File: config.mk
export PLATFORM = sky130hd
export DESIGN_NAME = axi_lite_cfg_master
export DESIGN_NICKNAME = d
export VERILOG_FILES = /design/src/rtl/axi_lite_pkg.sv /design/src/rtl/axi_timeout_ctr.sv /design/src/rtl/axi_lite_cfg_master.sv
export SDC_FILE = /design/constraint.sdc
export NUM_CORES = 1
export LEC_CHECK = 0
export ABC_AREA = 1
export BUFFER_PORTS_ARGS = -buffer_cell sky130_fd_sc_hd__buf_2
export CAP_MARGIN = 15
export CORE_UTILIZATION = 35
export DETAILED_ROUTE_END_ITERATION = 12
export GPL_TIMING_DRIVEN = 1
export PLACE_DENSITY = 0.69
export SETUP_SLACK_MARGIN = 0.1
export SLEW_MARGIN = 20
export SYNTH_ARGS = -nofsm -noshare
export SYNTH_HDL_FRONTEND = slang
export SYNTH_SLANG_ARGS = --single-unit
File: constraint.sdc
create_clock -name clk -period 3 [get_ports clk]
set_clock_uncertainty 0.2 [all_clocks]
set_input_delay 0.6 -clock clk [delete_from_list [all_inputs] [get_ports clk]]
set_output_delay 0.6 -clock clk [all_outputs]
set_load 0.01 [all_outputs]
File: src/rtl/axi_lite_pkg.sv
// ---------------------------------------------------------------------------
// axi_lite_pkg
// Shared definitions for the AXI-Lite configuration master: FSM state
// encoding, AXI response codes and the default watchdog limit.
// ---------------------------------------------------------------------------
package axi_lite_pkg;

  // Master FSM states; at most one transaction is ever in flight
  typedef enum logic [2:0] {
    IDLE,
    WR_REQ,
    WR_RESP,
    RD_REQ,
    RD_RESP
  } state_t;

  localparam logic [1:0] RESP_OKAY   = 2'b00;
  localparam logic [1:0] RESP_SLVERR = 2'b10;

  localparam int DEFAULT_TIMEOUT_CYCLES = 1024;

endpackage

File: src/rtl/axi_timeout_ctr.sv
// ---------------------------------------------------------------------------
// axi_timeout_ctr
// Watchdog counter for one outstanding AXI-Lite transaction.
// Ports:
//   clk, rst  - clock and synchronous active-high reset
//   clear     - restart counting (command accepted)
//   enable    - count this cycle (transaction in flight)
//   expired   - the in-flight transaction must be abandoned this cycle
// LIMIT = 0 disables the watchdog (expired never asserts).
// ---------------------------------------------------------------------------
module axi_timeout_ctr #(
  parameter int LIMIT = 1024
) (
  input  logic clk,
  input  logic rst,
  input  logic clear,
  input  logic enable,
  output logic expired
);

  localparam int CW = (LIMIT > 2) ? $clog2(LIMIT) : 1;

  // The first busy cycle sees count 0 and the return to IDLE costs one
  // more edge, so firing at LIMIT-2 makes the timeout pulse land exactly
  // LIMIT cycles after the command was accepted.
  localparam logic [CW-1:0] EXPIRE_AT = (LIMIT >= 2) ? CW'(LIMIT - 2) : '0;

  logic [CW-1:0] count;

  // Count busy cycles; park at the expiry value so the counter never wraps
  always_ff @(posedge clk) begin
    if (rst || clear) begin
      count <= '0;
    end else if (enable && (count != EXPIRE_AT)) begin
      count <= count + CW'(1);
    end
  end

  assign expired = (LIMIT != 0) && enable && (count == EXPIRE_AT);

endmodule

File: src/rtl/axi_lite_cfg_master.sv
// ---------------------------------------------------------------------------
// axi_lite_cfg_master
// Turns single read/write commands into AXI-Lite transactions, one at a time,
// with a watchdog that abandons a transaction the slave never finishes.
// Ports:
//   clk, rst          - clock and synchronous active-high reset
//   cmd_*             - command handshake (valid/ready), write select,
//                       byte address and write data
//   rsp_*             - completion pulse, read data, BRESP/RRESP and
//                       watchdog flag of the last transaction
//   M_AXI_*           - AXI-Lite master channels AW, W, B, AR, R
// ---------------------------------------------------------------------------
module axi_lite_cfg_master
  import axi_lite_pkg::*;
#(
  parameter int C_M_AXI_DATA_WIDTH = 32,
  parameter int C_M_AXI_ADDR_WIDTH = 16,
  parameter int TIMEOUT_CYCLES     = DEFAULT_TIMEOUT_CYCLES
) (
  input  logic                              clk,
  input  logic                              rst,
  input  logic                              cmd_valid,
  output logic                              cmd_ready,
  input  logic                              cmd_write,
  input  logic [C_M_AXI_ADDR_WIDTH-1:0]     cmd_addr,
  input  logic [C_M_AXI_DATA_WIDTH-1:0]     cmd_wdata,
  output logic                              rsp_valid,
  output logic [C_M_AXI_DATA_WIDTH-1:0]     rsp_rdata,
  output logic [1:0]                        rsp_resp,
  output logic                              rsp_timeout,
  output logic [C_M_AXI_ADDR_WIDTH-1:0]     M_AXI_AWADDR,
  output logic                              M_AXI_AWVALID,
  input  logic                              M_AXI_AWREADY,
  output logic [C_M_AXI_DATA_WIDTH-1:0]     M_AXI_WDATA,
  output logic [C_M_AXI_DATA_WIDTH/8-1:0]   M_AXI_WSTRB,
  output logic                              M_AXI_WVALID,
  input  logic                              M_AXI_WREADY,
  input  logic [1:0]                        M_AXI_BRESP,
  input  logic                              M_AXI_BVALID,
  output logic                              M_AXI_BREADY,
  output logic [C_M_AXI_ADDR_WIDTH-1:0]     M_AXI_ARADDR,
  output logic                              M_AXI_ARVALID,
  input  logic                              M_AXI_ARREADY,
  input  logic [C_M_AXI_DATA_WIDTH-1:0]     M_AXI_RDATA,
  input  logic [1:0]                        M_AXI_RRESP,
  input  logic                              M_AXI_RVALID,
  output logic                              M_AXI_RREADY
);

  state_t                          state;
  logic [C_M_AXI_ADDR_WIDTH-1:0]   addr_q;
  logic [C_M_AXI_DATA_WIDTH-1:0]   wdata_q;
  logic                            accept;
  logic                            completion;
  logic                            expired;
  logic                            watchdog_fire;
  logic                            aw_done;
  logic                            w_done;

  assign cmd_ready    = (state == IDLE);
  assign accept       = cmd_valid && cmd_ready;
  assign M_AXI_AWADDR = addr_q;
  assign M_AXI_ARADDR = addr_q;
  assign M_AXI_WDATA  = wdata_q;
  assign M_AXI_WSTRB  = '1;

  // A channel counts as done if it already dropped VALID or handshakes now
  assign aw_done = !M_AXI_AWVALID || M_AXI_AWREADY;
  assign w_done  = !M_AXI_WVALID  || M_AXI_WREADY;

  // A B/R handshake in the expiry cycle wins over the watchdog
  assign completion    = ((state == WR_RESP) && M_AXI_BVALID) ||
                         ((state == RD_RESP) && M_AXI_RVALID);
  assign watchdog_fire = expired && !completion;

  axi_timeout_ctr #(
    .LIMIT (TIMEOUT_CYCLES)
  ) u_timeout (
    .clk     (clk),
    .rst     (rst),
    .clear   (accept),
    .enable  (state != IDLE),
    .expired (expired)
  );

  // Transaction FSM; every AXI VALID/READY and rsp_* output is a register
  always_ff @(posedge clk) begin
    if (rst) begin
      state         <= IDLE;
      addr_q        <= '0;
      wdata_q       <= '0;
      M_AXI_AWVALID <= 1'b0;
      M_AXI_WVALID  <= 1'b0;
      M_AXI_BREADY  <= 1'b0;
      M_AXI_ARVALID <= 1'b0;
      M_AXI_RREADY  <= 1'b0;
      rsp_valid     <= 1'b0;
      rsp_rdata     <= '0;
      rsp_resp      <= RESP_OKAY;
      rsp_timeout   <= 1'b0;
    end else begin
      rsp_valid <= 1'b0;
      if (watchdog_fire) begin
        state         <= IDLE;
        M_AXI_AWVALID <= 1'b0;
        M_AXI_WVALID  <= 1'b0;
        M_AXI_BREADY  <= 1'b0;
        M_AXI_ARVALID <= 1'b0;
        M_AXI_RREADY  <= 1'b0;
        rsp_valid     <= 1'b1;
        rsp_timeout   <= 1'b1;
        rsp_resp      <= RESP_SLVERR;
        rsp_rdata     <= '0;
      end else begin
        case (state)
          IDLE: begin
            if (cmd_valid) begin
              addr_q  <= cmd_addr;
              wdata_q <= cmd_wdata;
              if (cmd_write) begin
                M_AXI_AWVALID <= 1'b1;
                M_AXI_WVALID  <= 1'b1;
                state         <= WR_REQ;
              end else begin
                M_AXI_ARVALID <= 1'b1;
                state         <= RD_REQ;
              end
            end
          end
          WR_REQ: begin
            if (M_AXI_AWREADY) M_AXI_AWVALID <= 1'b0;
            if (M_AXI_WREADY)  M_AXI_WVALID  <= 1'b0;
            if (aw_done && w_done) begin
              M_AXI_BREADY <= 1'b1;
              state        <= WR_RESP;
            end
          end
          WR_RESP: begin
            if (M_AXI_BVALID) begin
              M_AXI_BREADY <= 1'b0;
              rsp_valid    <= 1'b1;
              rsp_resp     <= M_AXI_BRESP;
              rsp_timeout  <= 1'b0;
              state        <= IDLE;
            end
          end
          RD_REQ: begin
            if (M_AXI_ARREADY) begin
              M_AXI_ARVALID <= 1'b0;
              M_AXI_RREADY  <= 1'b1;
              state         <= RD_RESP;
            end
          end
          RD_RESP: begin
            if (M_AXI_RVALID) begin
              M_AXI_RREADY <= 1'b0;
              rsp_valid    <= 1'b1;
              rsp_rdata    <= M_AXI_RDATA;
              rsp_resp     <= M_AXI_RRESP;
              rsp_timeout  <= 1'b0;
              state        <= IDLE;
            end
          end
          default: state <= IDLE;
        endcase
      end
    end
  end

endmodule
==> flow_summary.toml <==
[logic_synthesis]
yosysWarnings = 0
yosys-top-cells-area = "dfxtp_1 (50%), nand2_1 (11%), nor2_1 (11%)"
seq_area_frac_synth = 0.496
synth_top_area_cell = "dfxtp_1"
syn_area_mm2 = 0.00412
yosysTopAreaCellShare = 0.496
ys_ff_latch = 102
synth_cell_type_count = 27
synth_top_cells_by_count = "nand2_1 (124), nor2_1 (116), dfxtp_1 (102)"
synth-edff-count = 0
synth_async_sr_flop_share = 0
post-synth-top-count-cell = "nand2_1"
synth_ff_type = "dfxtp_1"
syn_avg_cell_area_um2 = 7.46
syn_inst = 552

[sta]
rsz0062_at_grt = "false"
finalSetupViolCount = 0
drv_slew = 0
fin_crit_sh = 0.722
hold_violations = 0
layout_min_cycle_time_ns = 2.17
hold_slack_ns = 0.260
max_freq_mhz = 462
fin_tns_setup_ns = 0

[cts]
root_buffer = "clkbuf_16"
cts_buffers = 9
cts_tree = "yes"
hold_buffers = 0
clkSinkCount = 102
path_clk_slew_ns = 0.07
cts_htree_levels = 3
cts_buffer_depth = 2
cts_resized = 0
clk_latency_ns = 0.35
postCtsSetupBuffers = 0

[route]
vias = 4044
routedWlPerCell_um = 12.3
postRouteAntennaNets = 0
drtIter0Drc = 250
drt-pass1-iter-count = 5
drcViolationCount = 0
routed_via_density = 4.64
drt-total-wl_um = 10700

[die]
die_x_um = 110
initial_core_util = 0.360
coreArea_mm2 = 0.0114
pin_count = 203
die-height_um = 110
num_rows = 39
die_area_mm2 = 0.0122

[cells_and_area]
fin_nets = 818
n_antenna_cell = 0
final_layout_size_suffix_gt1_frac = 0.324
area.growth.synth_to_final_pct = 30.6
num-fill-cells = 1189
instances_no_fill = 871
finalCoreUtilization = 0.471

[job]
max_cap_violations = 0

[placement]
dp.cells = 855
numPortBuffers = 198
place_hpwl_um = 7420
gp_congestion = 0.804

[grt]
grt_max_degree = 51
grt_pass1_wl_um = 17600
antenna_found_initial = 0
grt_remaining_overflow = 0
grt_pass1_vias = 3775
grtUsageTotal = 0.178

[critical_path]
critPathArrivalTime_ns = 1.37
crit_required_ns = 2.20
cp-end-kind = "output pin"
worstPathMaxFanout = 9
r2r_setup_slack_ns = 0.99
path_class = "reg2out"
setup.worst_path.start_class = "register"

[pwr]
leakagePower_nw = 2.60
irDropWorstVdd_uv = 368
p_per_area_mw_per_mm2 = 637

[worst_hold_path]
min_path_type = "reg2reg"

[outcome]
status = "finished, final reports clean"
==> final timing paths <==
kind | end | cells past startpoint | startpoint
worst max-delay path | cmd_ready | 4 | state[2]
worst min-delay path | rsp_rdata[16] | 2 | rsp_rdata[16]
worst max register to register | rsp_rdata[20] | 9 | u_timeout.count[0]
worst min register to register | rsp_rdata[16] | 2 | rsp_rdata[16]
==> per-stage QoR <==
| stage | setup WS (ns) | instance area, um2 | total power, mW |
|---|---|---|---|
| 2_1_floorplan | 1.34 | 4130 | 1.99 |
| 3_3_place_gp | 1.02 | 5060 | 2.23 |
| 3_5_place_dp | 0.993 | 5060 | 2.23 |
| 4_1_cts | 0.808 | 5380 | 3.47 |
| 5_1_grt | 0.745 | 5380 | 3.62 |
| 6_report | 0.834 | 5380 | 3.42 |
==> per-layer routing <==
layer | GRT usage | part of all wire
met1 | 0.220 | 0.46
met2 | 0.292 | 0.45
met3 | 0.0445 | 0.066
met4 | 0.0782 | 0.024
met5 | 0 | 0
==> cells by family after synthesis <==
family	share of synthesized area
compound gates	0.137
xor+xnor	0.00639
fa+ha+maj	0.00608
buf+inv	0.0888
flops	0.496
other cells	0.000911
simple gates	0.265
==> registers in the layout, summed over array words and instances, names as in the netlist <==
signal,cells
M_AXI_ARVALID,1
M_AXI_RREADY,1
M_AXI_WDATA,32
state,3
u_timeout.count,10
M_AXI_ARADDR,16
rsp_valid,1
M_AXI_WVALID,1
M_AXI_BREADY,1
M_AXI_AWVALID,1
rsp_timeout,1
rsp_rdata,32
rsp_resp,2
==> power breakdown <==
part | leakage [nW] | internal (mW) | switching [mW]
clock | 0.147 | 0.666 | 0.563
sequential | 0.834 | 1.47 | 0.0776
combinational | 1.62 | 0.248 | 0.394
total | 2.60 | 2.39 | 1.03
==> cells in the final DEF (no fill, tap or decap) <==
master / n
ha_1: 2
o21ai_1: 4
inv_8: 1
xor2_1: 3
nand3b_1: 2
nor2_4: 3
buf_2: 198
nor2_2: 3
nand3_2: 1
nand2_4: 1
clkbuf_16: 9
bufinv_16: 1
buf_12: 1
a21oi_1: 50
conb_1: 4
nand3_1: 14
clkinv_8: 1
a21oi_4: 1
inv_2: 3
dfxtp_1: 102
inv_6: 2
nor2_1: 116
nand2_1: 124
inv_1: 16
buf_4: 5
a21boi_0: 2
nand2_2: 3
clkinvlp_4: 2
nand4_1: 1
o21ai_0: 52
or2_2: 1
==> worst max-delay path, stage by stage, from the launching register on <==
cell and delay (ns):
dfxtp_1 0.42, nor2_4 0.16, nand2_2 0.10, inv_1 0.17, buf_2 0.16
==> final cells by class <==
cell class              count  area, um2  share of cell area
repair buffers            204       1050               0.195
well taps                 143        179              0.0333
multi-input cells         387       1720               0.320
inverters                  19       71.3              0.0133
clock buffers               9        225              0.0419
clock inverters             7       90.1              0.0168
flip-flops and latches    102       2040               0.380
(Power assumes the default switching activity.)
